File: src/rtl/updown_counter_param_pkg.sv
// Shared definitions for the parametrised up/down counter: converter state
// encoding, wrap/saturate mode constants and elaboration-time helpers.
// Optional feature macro used by the design: COUNTER_BCD_EN.
package updown_counter_param_pkg;

  // States of the sequential binary-to-BCD converter.
  typedef enum logic [1:0] {
    IDLE  = 2'd0,
    SHIFT = 2'd1,
    DONE  = 2'd2
  } conv_state_e;

  // Values for the SATURATE parameter.
  localparam int MODE_WRAP = 0;
  localparam int MODE_SAT  = 1;

  // Number of bits needed to hold values 0..value-1 (minimum 1).
  function automatic int clog2(input int value);
    int r;
    int v;
    r = 0;
    v = value - 1;
    while (v > 0) begin
      r++;
      v = v >> 1;
    end
    return (r < 1) ? 1 : r;
  endfunction

  // Decimal digits needed to show the largest unsigned value of 'width' bits.
  function automatic int bcd_digits(input int width);
    int v;
    int d;
    v = (1 << width) - 1;
    d = 1;
    while (v >= 10) begin
      v = v / 10;
      d++;
    end
    return d;
  endfunction

endpackage

File: src/rtl/updown_counter_param_if.sv
// Control/status bundle of the up/down counter. The master side drives the
// count controls and observes the count, flags and BCD readout; the slave side
// is the counter itself.
interface updown_counter_param_if #(
  parameter int WIDTH      = 8,
  parameter int BCD_DIGITS = 3
);

  logic                    en;
  logic                    up;
  logic                    down;
  logic                    hold;
  logic                    load;
  logic [WIDTH-1:0]        load_val;
  logic [WIDTH-1:0]        count;
  logic                    at_max;
  logic                    at_min;
  logic                    wrap;
  logic [4*BCD_DIGITS-1:0] bcd;
  logic                    bcd_valid;

  modport master (
    output en, up, down, hold, load, load_val,
    input  count, at_max, at_min, wrap, bcd, bcd_valid
  );

  modport slave (
    input  en, up, down, hold, load, load_val,
    output count, at_max, at_min, wrap, bcd, bcd_valid
  );

endinterface

File: src/rtl/updown_counter_param_bin2bcd_seq.sv
// Sequential double-dabble binary-to-BCD converter. A start pulse captures
// 'bin_i'; WIDTH shift cycles later the converter sits in DONE for one cycle
// with done_o high and the result on bcd_o. A start seen in DONE restarts
// immediately. Only built when COUNTER_BCD_EN is defined.
`ifdef COUNTER_BCD_EN
module bin2bcd_seq
  import updown_counter_param_pkg::*;
#(
  parameter int WIDTH      = 8,
  parameter int BCD_DIGITS = 3
) (
  input  logic                    clk,
  input  logic                    rst,
  input  logic                    start_i,
  input  logic [WIDTH-1:0]        bin_i,
  output logic [4*BCD_DIGITS-1:0] bcd_o,
  output logic                    done_o
);

  // Internal digit count never drops below what WIDTH needs, so the shift
  // chain cannot overflow even if the caller asks for fewer output digits.
  localparam int DIG = (BCD_DIGITS < bcd_digits(WIDTH)) ? bcd_digits(WIDTH) : BCD_DIGITS;
  localparam int CW  = clog2(WIDTH);

  conv_state_e      state_q;
  logic [WIDTH-1:0] bin_q;
  logic [4*DIG-1:0] acc_q;
  logic [4*DIG-1:0] adj;
  logic [CW-1:0]    cnt_q;
  logic             done_q;

  // Add-3 correction on every digit of 5 or more before the next shift.
  always_comb begin
    // NOTE: give every always_comb output a default first so no path leaves it
    // unassigned and no latch is inferred.
    adj = acc_q;
    for (int d = 0; d < DIG; d++) begin
      if (adj[4*d +: 4] >= 4'd5) begin
        adj[4*d +: 4] = adj[4*d +: 4] + 4'd3;
      end
    end
  end

  // Converter FSM with the shift datapath and a registered done flag.
  always_ff @(posedge clk) begin
    if (rst) begin
      state_q <= IDLE;
      bin_q   <= '0;
      acc_q   <= '0;
      cnt_q   <= '0;
      done_q  <= 1'b0;
    end else begin
      // NOTE: registers take <= so every assignment here sees pre-edge values
      // regardless of statement order.
      done_q <= 1'b0;
      unique case (state_q)
        IDLE, DONE: begin
          if (start_i) begin
            bin_q   <= bin_i;
            acc_q   <= '0;
            cnt_q   <= '0;
            state_q <= SHIFT;
          end else begin
            state_q <= IDLE;
          end
        end
        SHIFT: begin
          acc_q <= {adj[4*DIG-2:0], bin_q[WIDTH-1]};
          bin_q <= {bin_q[WIDTH-2:0], 1'b0};
          cnt_q <= cnt_q + CW'(1);
          if (cnt_q == CW'(WIDTH - 1)) begin
            state_q <= DONE;
            done_q  <= 1'b1;
          end
        end
        default: state_q <= IDLE;
      endcase
    end
  end

  assign bcd_o  = acc_q[4*BCD_DIGITS-1:0];
  assign done_o = done_q;

endmodule
`endif

File: src/rtl/updown_counter_param.sv
// Parametrised up/down counter with programmable modulus, wrap or saturate
// at the bounds, parallel load, hold, terminal flags and a one-cycle wrap
// pulse. With COUNTER_BCD_EN defined, a sequential converter keeps a BCD copy
// of the count; otherwise bcd and bcd_valid are tied low.
module updown_counter_param
  import updown_counter_param_pkg::*;
#(
  parameter int WIDTH      = 8,
  parameter int MODULUS    = 256,
  parameter int SATURATE   = MODE_WRAP,
  parameter int BCD_DIGITS = 3
) (
  input logic                   clk,
  input logic                   rst,
  updown_counter_param_if.slave cnt_if
);

  localparam logic [WIDTH-1:0] MAX_CNT = WIDTH'(MODULUS - 1);
  localparam logic [WIDTH:0]   MOD_EXT = (WIDTH + 1)'(MODULUS);
  localparam bit               SAT     = (SATURATE == MODE_SAT);

  logic [WIDTH-1:0] count_q, count_d;
  logic             wrap_q, wrap_d;
  logic [WIDTH:0]   inc_ext;

  // Next count by priority: disable > load > hold > single-direction step.
  // The increment is formed one bit wider so reaching MODULUS is detected
  // rather than silently rolling over the register width.
  always_comb begin
    count_d = count_q;
    wrap_d  = 1'b0;
    inc_ext = {1'b0, count_q} + (WIDTH + 1)'(1);
    if (cnt_if.en) begin
      if (cnt_if.load) begin
        count_d = ({1'b0, cnt_if.load_val} >= MOD_EXT) ? MAX_CNT : cnt_if.load_val;
      end else if (!cnt_if.hold && (cnt_if.up != cnt_if.down)) begin
        if (cnt_if.up) begin
          if (inc_ext >= MOD_EXT) begin
            if (SAT) begin
              count_d = MAX_CNT;
            end else begin
              count_d = '0;
              wrap_d  = 1'b1;
            end
          end else begin
            count_d = inc_ext[WIDTH-1:0];
          end
        end else begin
          if (count_q == '0) begin
            if (SAT) begin
              count_d = '0;
            end else begin
              count_d = MAX_CNT;
              wrap_d  = 1'b1;
            end
          end else begin
            count_d = count_q - WIDTH'(1);
          end
        end
      end
    end
  end

  // Count and wrap-pulse registers.
  always_ff @(posedge clk) begin
    if (rst) begin
      count_q <= '0;
      wrap_q  <= 1'b0;
    end else begin
      count_q <= count_d;
      wrap_q  <= wrap_d;
    end
  end

  assign cnt_if.count  = count_q;
  assign cnt_if.wrap   = wrap_q;
  assign cnt_if.at_max = (count_q == MAX_CNT);
  assign cnt_if.at_min = (count_q == '0);

`ifdef COUNTER_BCD_EN
  logic                    conv_start;
  logic                    conv_done;
  logic [4*BCD_DIGITS-1:0] conv_bcd;
  logic                    busy_q;
  logic                    valid_q;
  logic                    bcd_match;
  logic [WIDTH-1:0]        snap_q;
  logic [WIDTH-1:0]        last_q;
  logic [4*BCD_DIGITS-1:0] bcd_q;

  // bcd_valid is qualified against the live count, so it drops in the very
  // cycle the count moves away from the last converted value and never
  // advertises a stale bcd.
  assign bcd_match  = valid_q && (last_q == count_q);

  // Start from idle whenever the readout is out of date; in DONE, restart at
  // once if the count moved while the conversion was running.
  assign conv_start = (!busy_q && !bcd_match) || (conv_done && (snap_q != count_q));

  bin2bcd_seq #(
    .WIDTH      (WIDTH),
    .BCD_DIGITS (BCD_DIGITS)
  ) u_bin2bcd (
    .clk     (clk),
    .rst     (rst),
    .start_i (conv_start),
    .bin_i   (count_q),
    .bcd_o   (conv_bcd),
    .done_o  (conv_done)
  );

  // Snapshot on start, publish on a DONE whose snapshot still matches count.
  // Runs independently of en.
  always_ff @(posedge clk) begin
    if (rst) begin
      busy_q  <= 1'b0;
      valid_q <= 1'b0;
      snap_q  <= '0;
      last_q  <= '0;
      bcd_q   <= '0;
    end else begin
      if (conv_start) begin
        busy_q  <= 1'b1;
        snap_q  <= count_q;
        valid_q <= 1'b0;
      end else if (conv_done) begin
        busy_q <= 1'b0;
      end
      if (conv_done && (snap_q == count_q)) begin
        bcd_q   <= conv_bcd;
        last_q  <= snap_q;
        valid_q <= 1'b1;
      end
    end
  end

  assign cnt_if.bcd       = bcd_q;
  assign cnt_if.bcd_valid = bcd_match;
`else
  assign cnt_if.bcd       = '0;
  assign cnt_if.bcd_valid = 1'b0;
`endif

endmodule

File: src/flat_wrapper.sv
// flat-port wrapper written by rule: the top's interface ports become plain ports
module updown_counter_param_flat import updown_counter_param_pkg::*;
#(
  parameter int WIDTH      = 8,
  parameter int MODULUS    = 256,
  parameter int SATURATE   = MODE_WRAP,
  parameter int BCD_DIGITS = 3
)
  (clk, rst, cnt_if_en, cnt_if_up, cnt_if_down, cnt_if_hold, cnt_if_load, cnt_if_load_val, cnt_if_count, cnt_if_at_max, cnt_if_at_min, cnt_if_wrap, cnt_if_bcd, cnt_if_bcd_valid);
  updown_counter_param_if #(.WIDTH(WIDTH), .BCD_DIGITS(BCD_DIGITS)) cnt_if_i ();
  input logic clk;
  input logic rst;
  input wire logic [$bits(cnt_if_i.en)-1:0] cnt_if_en;
  input wire logic [$bits(cnt_if_i.up)-1:0] cnt_if_up;
  input wire logic [$bits(cnt_if_i.down)-1:0] cnt_if_down;
  input wire logic [$bits(cnt_if_i.hold)-1:0] cnt_if_hold;
  input wire logic [$bits(cnt_if_i.load)-1:0] cnt_if_load;
  input wire logic [$bits(cnt_if_i.load_val)-1:0] cnt_if_load_val;
  output wire logic [$bits(cnt_if_i.count)-1:0] cnt_if_count;
  output wire logic [$bits(cnt_if_i.at_max)-1:0] cnt_if_at_max;
  output wire logic [$bits(cnt_if_i.at_min)-1:0] cnt_if_at_min;
  output wire logic [$bits(cnt_if_i.wrap)-1:0] cnt_if_wrap;
  output wire logic [$bits(cnt_if_i.bcd)-1:0] cnt_if_bcd;
  output wire logic [$bits(cnt_if_i.bcd_valid)-1:0] cnt_if_bcd_valid;
  assign cnt_if_i.en = cnt_if_en;
  assign cnt_if_i.up = cnt_if_up;
  assign cnt_if_i.down = cnt_if_down;
  assign cnt_if_i.hold = cnt_if_hold;
  assign cnt_if_i.load = cnt_if_load;
  assign cnt_if_i.load_val = cnt_if_load_val;
  assign cnt_if_count = cnt_if_i.count;
  assign cnt_if_at_max = cnt_if_i.at_max;
  assign cnt_if_at_min = cnt_if_i.at_min;
  assign cnt_if_wrap = cnt_if_i.wrap;
  assign cnt_if_bcd = cnt_if_i.bcd;
  assign cnt_if_bcd_valid = cnt_if_i.bcd_valid;
  updown_counter_param #(.WIDTH(WIDTH), .MODULUS(MODULUS), .SATURATE(SATURATE), .BCD_DIGITS(BCD_DIGITS)) u_core (.clk(clk), .rst(rst), .cnt_if(cnt_if_i));
endmodule
File: config.mk
export PLATFORM = sky130hd
export DESIGN_NAME = updown_counter_param_flat
export DESIGN_NICKNAME = d
export VERILOG_FILES = /design/src/rtl/updown_counter_param_pkg.sv /design/src/rtl/updown_counter_param_if.sv /design/src/rtl/updown_counter_param_bin2bcd_seq.sv /design/src/rtl/updown_counter_param.sv /design/src/flat_wrapper.sv
export SDC_FILE = /design/constraint.sdc
export NUM_CORES = 1
export LEC_CHECK = 0
export BUFFER_PORTS_ARGS = -buffer_cell sky130_fd_sc_hd__buf_2
export CAP_MARGIN = 20
export CORE_ASPECT_RATIO = 1.2
export CORE_MARGIN = 1.5
export CORE_UTILIZATION = 47
export CTS_CLUSTER_DIAMETER = 120
export DETAILED_ROUTE_END_ITERATION = 12
export PLACE_DENSITY_LB_ADDON = 0.1
export SETUP_SLACK_MARGIN = 0.05
export SLEW_MARGIN = 0
export SYNTH_ARGS = -nofsm -noshare
export SYNTH_HDL_FRONTEND = slang
export SYNTH_SLANG_ARGS = --single-unit
File: constraint.sdc
create_clock -name clk -period 1.9 [get_ports clk]
set_input_delay 0.285 -clock clk [delete_from_list [all_inputs] [get_ports clk]]
set_output_delay 0.285 -clock clk [all_outputs]
set_load 0.005 [all_outputs]
==> impl_metrics.tcl, run 1 <==
set metrics [dict create \
    portBuffers 25 \
    startpoint_type "flop" \
    die_area_um2 2210 \
    fin_util_pct 55.7 \
    fin_cells 149 \
    final_cell_mix "25 x buf_2, 13 x conb_1, 8 x a21oi_1" \
    synthFlopType "dfxtp_1" \
    p_comb_share_pct 35.3 \
    grt-ovfl-total 0 \
    wl_per_cell_um 15.0 \
    first_global_vias 770 \
    drt_wl_total_um 2230 \
    seqPwrFrac_pct 39.7 \
    first_pass_iters 5 \
    status "finished clean" \
    slew_violations 0 \
    drive_gt1_share_pct 34.6 \
    drt-initial-drc-count 19 \
    post-route-min-period_ns 1.77 \
    placed_cells 145 \
    fin_hold_ws_ns 0.273 \
    place.gp.congestion 0.928 \
    leakage_nw 0.461 \
    fin_tns_setup_ns 0 \
    worstPathMaxFanout 9 \
    antenna_cells 0 \
    yosys_warnings 0 \
    syn_to_final_growth_pct 11.8 \
    ctsLongestPathBuffers 2 \
    coreArea_um2 1830 \
    synth_cell_types 50 \
    seq_area_frac_synth_pct 19.8 \
    syn_inst 107 \
    vias 868 \
    syn_area_per_cell_um2 8.51 \
    cts_buffers 3 \
    ys_seq_elements 9 \
    cts.clk_slew.worst_paths_ns 0.07 \
    hp-class "primary input to flop" \
    crit_type "flop to primary output" \
    synth_edf_count 0 \
    max-cap-violations 0 \
    crit_required_ns 1.62 \
    clk_latency_ns 0.27 \
    p_sw_mw 0.233 \
    postCtsSetupBuffers 0 \
    place_hpwl_um 1660 \
    grt_setup_unrepaired "no" \
    clock-sinks 9 \
    peakVddDrop_uv 315 \
    cts_max_level 1 \
    synth-async-reset-ratio_pct 0 \
    max_freq_mhz 566 \
    dpl_cell_area_um2 973 \
    ys_top_cells_by_area "dfxtp_1 20%, buf_4 11%, a21oi_1 4.4%, ha_1 4.1%, nor4b_2 3.3%" \
    period_share_pct 92.9 \
    cts_tree "yes" \
    setup_slack_ns 0.135 \
    synth_area_um2 911 \
    ant_nets 0 \
    antenna_found_initial 0 \
    routed_via_density 5.83 \
    synth_area_leader_cell "dfxtp_1" \
    cp.arrival_ns 1.48 \
    grtUsageTotal_pct 22.3 \
    fin_area_um2 1020 \
    p_total_mw 0.635 \
    grt_max_degree 13 \
    start_util_pct 49.8 \
    route.detailed.drc 0 \
    final_common_cell "buf_2" \
    p_int_mw 0.402 \
    p_per_area_nw_per_um2 623 \
    pre_cts_ws_ns 0.157 \
    finalHoldViolCount 0 \
    fp-row-count 17 \
    endpoint_kind "primary output" \
    swShare_pct 36.7 \
    grt_pass1_wl_um 3580 \
    fin_nets 149 \
    die-height_um 51.2 \
    p_clk_share_pct 25.0 \
    finalClockSkew_ns 0.00549 \
    setup_viol 0 \
    synth_top_cell_area_share_pct 19.8 \
    cts_root_buffer "clkbuf_4" \
    die_w_um 43.2 \
    num_io_pins 39 \
]
==> final cells by class <==
cell class,count,area [um2]
Timing Repair Buffer,26,133
Sequential cell,9,185
Tap cell,19,23.8
Clock buffer,4,26.3
Multi-Input combinational cell,85,628
Inverter,6,22.5
Fill cell,189,811
==> worst paths after layout <==
check / from / endpoint / slack [ns] / depth (start not counted)
min: rst / u_core.cnt_if.count[7] / 0.27 / 2
max: u_core.cnt_if.count[1] / cnt_if_at_min / 0.13 / 5
max reg2reg: u_core.cnt_if.count[2] / u_core.cnt_if.count[5] / 0.27 / 4
min reg2reg: u_core.cnt_if.count[0] / u_core.cnt_if.count[0] / 0.58 / 1
==> critical path: stages (launching register included) <==
cell and delay [ns]:
dfxtp_2 0.37, inv_1 0.09, ha_1 0.14, nor4b_4 0.27, and3b_1 0.21, buf_2 0.11
==> kinds of logic after synthesis <==
family                   synth area share [%]
AO/OA/AOI/OAI                            29.5
XOR/XNOR                                 3.71
adder cells (fa/ha/maj)                  4.12
buffers and inverters                    17.7
flip-flops                               19.8
multiplexers                             2.34
other                                   0.412
AND/OR/NAND/NOR                          22.4
==> repair_timing <==
item	in CTS	in global routing
pin swaps	0	1
gates resized for setup	1	4
hold buffers	0	0
setup endpoints to repair	1	6
==> sequential cells by signal, indices dropped and copies added (netlist names) <==
signal and cells:
u_core.cnt_if.wrap 1, u_core.cnt_if.count 8
==> routing by layer <==
layer | share of wire [%] | up-vias | global-route usage, % | wire, um
li1 | - | 427 | - | -
met1 | 45 | 405 | 29.0 | 1000
met2 | 47 | 29 | 33.3 | 1040
met3 | 5.0 | 7 | 4.24 | 112
met4 | 3.3 | 0 | 13.6 | 73
met5 | 0 | - | 0 | 0
==> Yosys cell counts, drive strengths merged (3+ instances only) <==
| library cell | n |
|---|---|
| clkbuf | 3 |
| a21oi | 9 |
| inv | 6 |
| dfxtp | 9 |
| o21ai | 5 |
| ha | 3 |
| nor3 | 3 |
| nor4 | 4 |
| nor2 | 4 |
| nand2 | 4 |
| buf | 16 |
| xnor2 | 3 |
==> power by group through the flow <==
| stage | Clock, mW | Combinational, mW | Sequential [mW] |
|---|---|---|---|
| detailed placement | 0 | 0.216 | 0.253 |
| global placement | 0 | 0.217 | 0.252 |
| floorplan | 0 | 0.196 | 0.230 |
| finish | 0.158 | 0.224 | 0.252 |
| CTS | 0.158 | 0.223 | 0.250 |
| global route | 0.166 | 0.248 | 0.256 |
No activity file was read; power rests on OpenSTA's default activity.
==> inputs of run 2 (changes only) <==
==> constraint.sdc (replaced) <==
create_clock -name clk -period 2.1 [get_ports clk]
set_input_delay 0.315 -clock clk [delete_from_list [all_inputs] [get_ports clk]]
set_output_delay 0.315 -clock clk [all_outputs]
set_load 0.005 [all_outputs]
==> run 2 against run 1 <==
Effect of this change:
- first-iteration DRC count fell by 16%
- clock power fell by 12%
- clock skew rose by 0.0062 ns
- routed wire length fell by 3.6%
- worst hold slack improved by 0.033 ns
- sequential share of layout area fell by 0.20 points
- die area did not move
- critical endpoint unchanged
==> impl_metrics.tcl, run 2 (synthesis gave the netlist of run 1 again) <==
set metrics [dict create \
    max_freq_mhz 543 \
    p_per_area_nw_per_um2 565 \
    fp-row-count 17 \
    place_hpwl_um 1640 \
    postCtsSetupBuffers 0 \
    min-delay-start "rst" \
    path_buf_inv 2 \
    critical_path.cell_chain "inv_1, ha_1, nor4b_4, and3b_1, buf_2" \
    hp-class "primary input to flop" \
    slew_violations 0 \
    cts_buffers 3 \
    p_sw_mw 0.208 \
    grt_pass1_wl_um 3550 \
    die-height_um 51.2 \
    worstPathMaxFanout 9 \
    routed_via_density 5.85 \
    cp.arrival_ns 1.53 \
    ant_nets 0 \
    critPathSlowestCell "dfxtp_1" \
    final_common_cell "buf_2" \
    route.detailed.drc 0 \
    swShare_pct 36.8 \
    fillCellCount 181 \
    syn_to_final_growth_pct 10.0 \
    status "finished clean" \
    antenna_cells 0 \
    setup_viol 0 \
    peakVddDrop_uv 313 \
    p_comb_share_pct 35.2 \
    fin_tns_setup_ns 0 \
    wl_per_cell_um 14.5 \
    die_area_um2 2210 \
    r2r-end "u_core.cnt_if.count[0]" \
    die_w_um 43.2 \
    leakage_nw 0.458 \
    grt-ovfl-total 0 \
    cts.clk_slew.worst_paths_ns 0.07 \
    first_global_vias 786 \
    clk_latency_ns 0.27 \
    antenna_found_initial 0 \
    endpoint_kind "primary output" \
    r2r_start "u_core.cnt_if.count[1]" \
    max-cap-violations 0 \
    grt_setup_unrepaired "no" \
    r2r_slack_ns 0.35 \
    drt_wl_total_um 2150 \
    finalClockSkew_ns 0.0117 \
    drt-initial-drc-count 16 \
    portBuffers 25 \
    max_stage_delay_ns 0.50 \
    final_cell_mix "25 x buf_2, 13 x conb_1, 9 x dfxtp_1" \
    ctsLongestPathBuffers 2 \
    clock-sinks 9 \
    hold-path-endpoint "u_core.cnt_if.count[7]" \
    post-route-min-period_ns 1.84 \
    worst-slew-pin-transition_ns 0.548 \
    largest_register_ffs 8 \
    startpoint_type "flop" \
    place.gp.congestion 0.925 \
    critPathTopFamily "flip-flops" \
    cts_root_buffer "clkbuf_4" \
    reg2regPathDepth 5 \
    crit_required_ns 1.78 \
    min_path_cells 2 \
    fin_nets 148 \
    cts_max_level 1 \
    drive_gt1_share_pct 32.6 \
    period_share_pct 87.7 \
    seqPwrFrac_pct 40.1 \
    slew_headroom_pct 63.2 \
    first_pass_iters 4 \
    start_util_pct 49.8 \
    finalHoldViolCount 0 \
    crit_type "flop to primary output" \
    vias 866 \
    coreArea_um2 1830 \
    num_io_pins 39 \
    p_clk_share_pct 24.6 \
    cts_tree "yes" \
    grtUsageTotal_pct 21.8 \
    p_total_mw 0.566 \
    grt_max_degree 13 \
    p_int_mw 0.358 \
]
[run 2: changes by cell type in the layout (fill, tap and decap cells not counted)]
cell      before  now
dfxtp_1        7    9
nor3_2         1    0
dfxtp_2        1    0
nor3_1         2    3
buf_4          1    0
clkbuf_1       1    0
dfxtp_4        1    0
clkinv_2       0    1
[run 2: worst max path at each step]
stage | endpoint | cells after the start | start
2_1_floorplan | u_core.cnt_if.count[4] | 6 | u_core.cnt_if.count[0]
3_3_place_gp | u_core.cnt_if.count[0] | 5 | u_core.cnt_if.count[1]
3_5_place_dp | u_core.cnt_if.count[0] | 5 | u_core.cnt_if.count[1]
4_1_cts | cnt_if_at_min | 5 | u_core.cnt_if.count[1]
5_1_grt | cnt_if_at_min | 5 | u_core.cnt_if.count[1]
6_report | cnt_if_at_min | 5 | u_core.cnt_if.count[1]
[run 2: power by group through the flow]
| stage | registers, mW | logic (mW) | clock network (mW) |
|---|---|---|---|
| 3_3_place_gp | 0.228 | 0.194 | 0 |
| 2_1_floorplan | 0.208 | 0.177 | 0 |
| 4_1_cts | 0.225 | 0.194 | 0.143 |
| 6_report | 0.227 | 0.199 | 0.139 |
| 5_1_grt | 0.232 | 0.223 | 0.155 |
| 3_5_place_dp | 0.229 | 0.193 | 0 |
[run 2: area by class of cell]
cell class / instances / area (um2) / area share (%)
Sequential cell: 9 / 180 / 18.0
Clock buffer: 3 / 22.5 / 2.25
Clock inverter: 1 / 5.00 / 0.499
Timing Repair Buffer: 25 / 125 / 12.5
Multi-Input combinational cell: 85 / 623 / 62.2
Inverter: 6 / 22.5 / 2.25
Tap cell: 19 / 23.8 / 2.37
[run 2: metrics by stage]
stage                     utilization [%]  setup slack (ns)  hold WS [ns]  instance area, um2  std cells
after floorplan                         -             0.565         0.387                 956        119
after global placement               52.8             0.402         0.593                 966        144
after global routing                 54.8             0.102         0.304                1000        148
after CTS                            54.3             0.179         0.296                 993        148
after detailed placement             52.8             0.363         0.592                 966        144
final                                54.8             0.258         0.305                1000        148
[run 2: worst reg2reg max path, delay by kind of cell, from the launching register on]
kind	cells	cell delay, ns
AND/OR/NAND/NOR	2	0.51
flip-flops	1	0.50
AO/OA/AOI/OAI	2	0.34
adder cells (fa/ha/maj)	1	0.28
[run 2: per-layer routing]
layer	track usage [%]	wire, um	vias up
met5	0	0	-
met4	11.6	52	0
met3	4.59	143	7
met2	33.6	1030	32
met1	28.0	921	405
li1	-	-	422
[run 2: what timing repair did]
item	CTS	global route
gates resized for setup	0	1
endpoints found under the setup margin	0	1
hold buffers	0	0
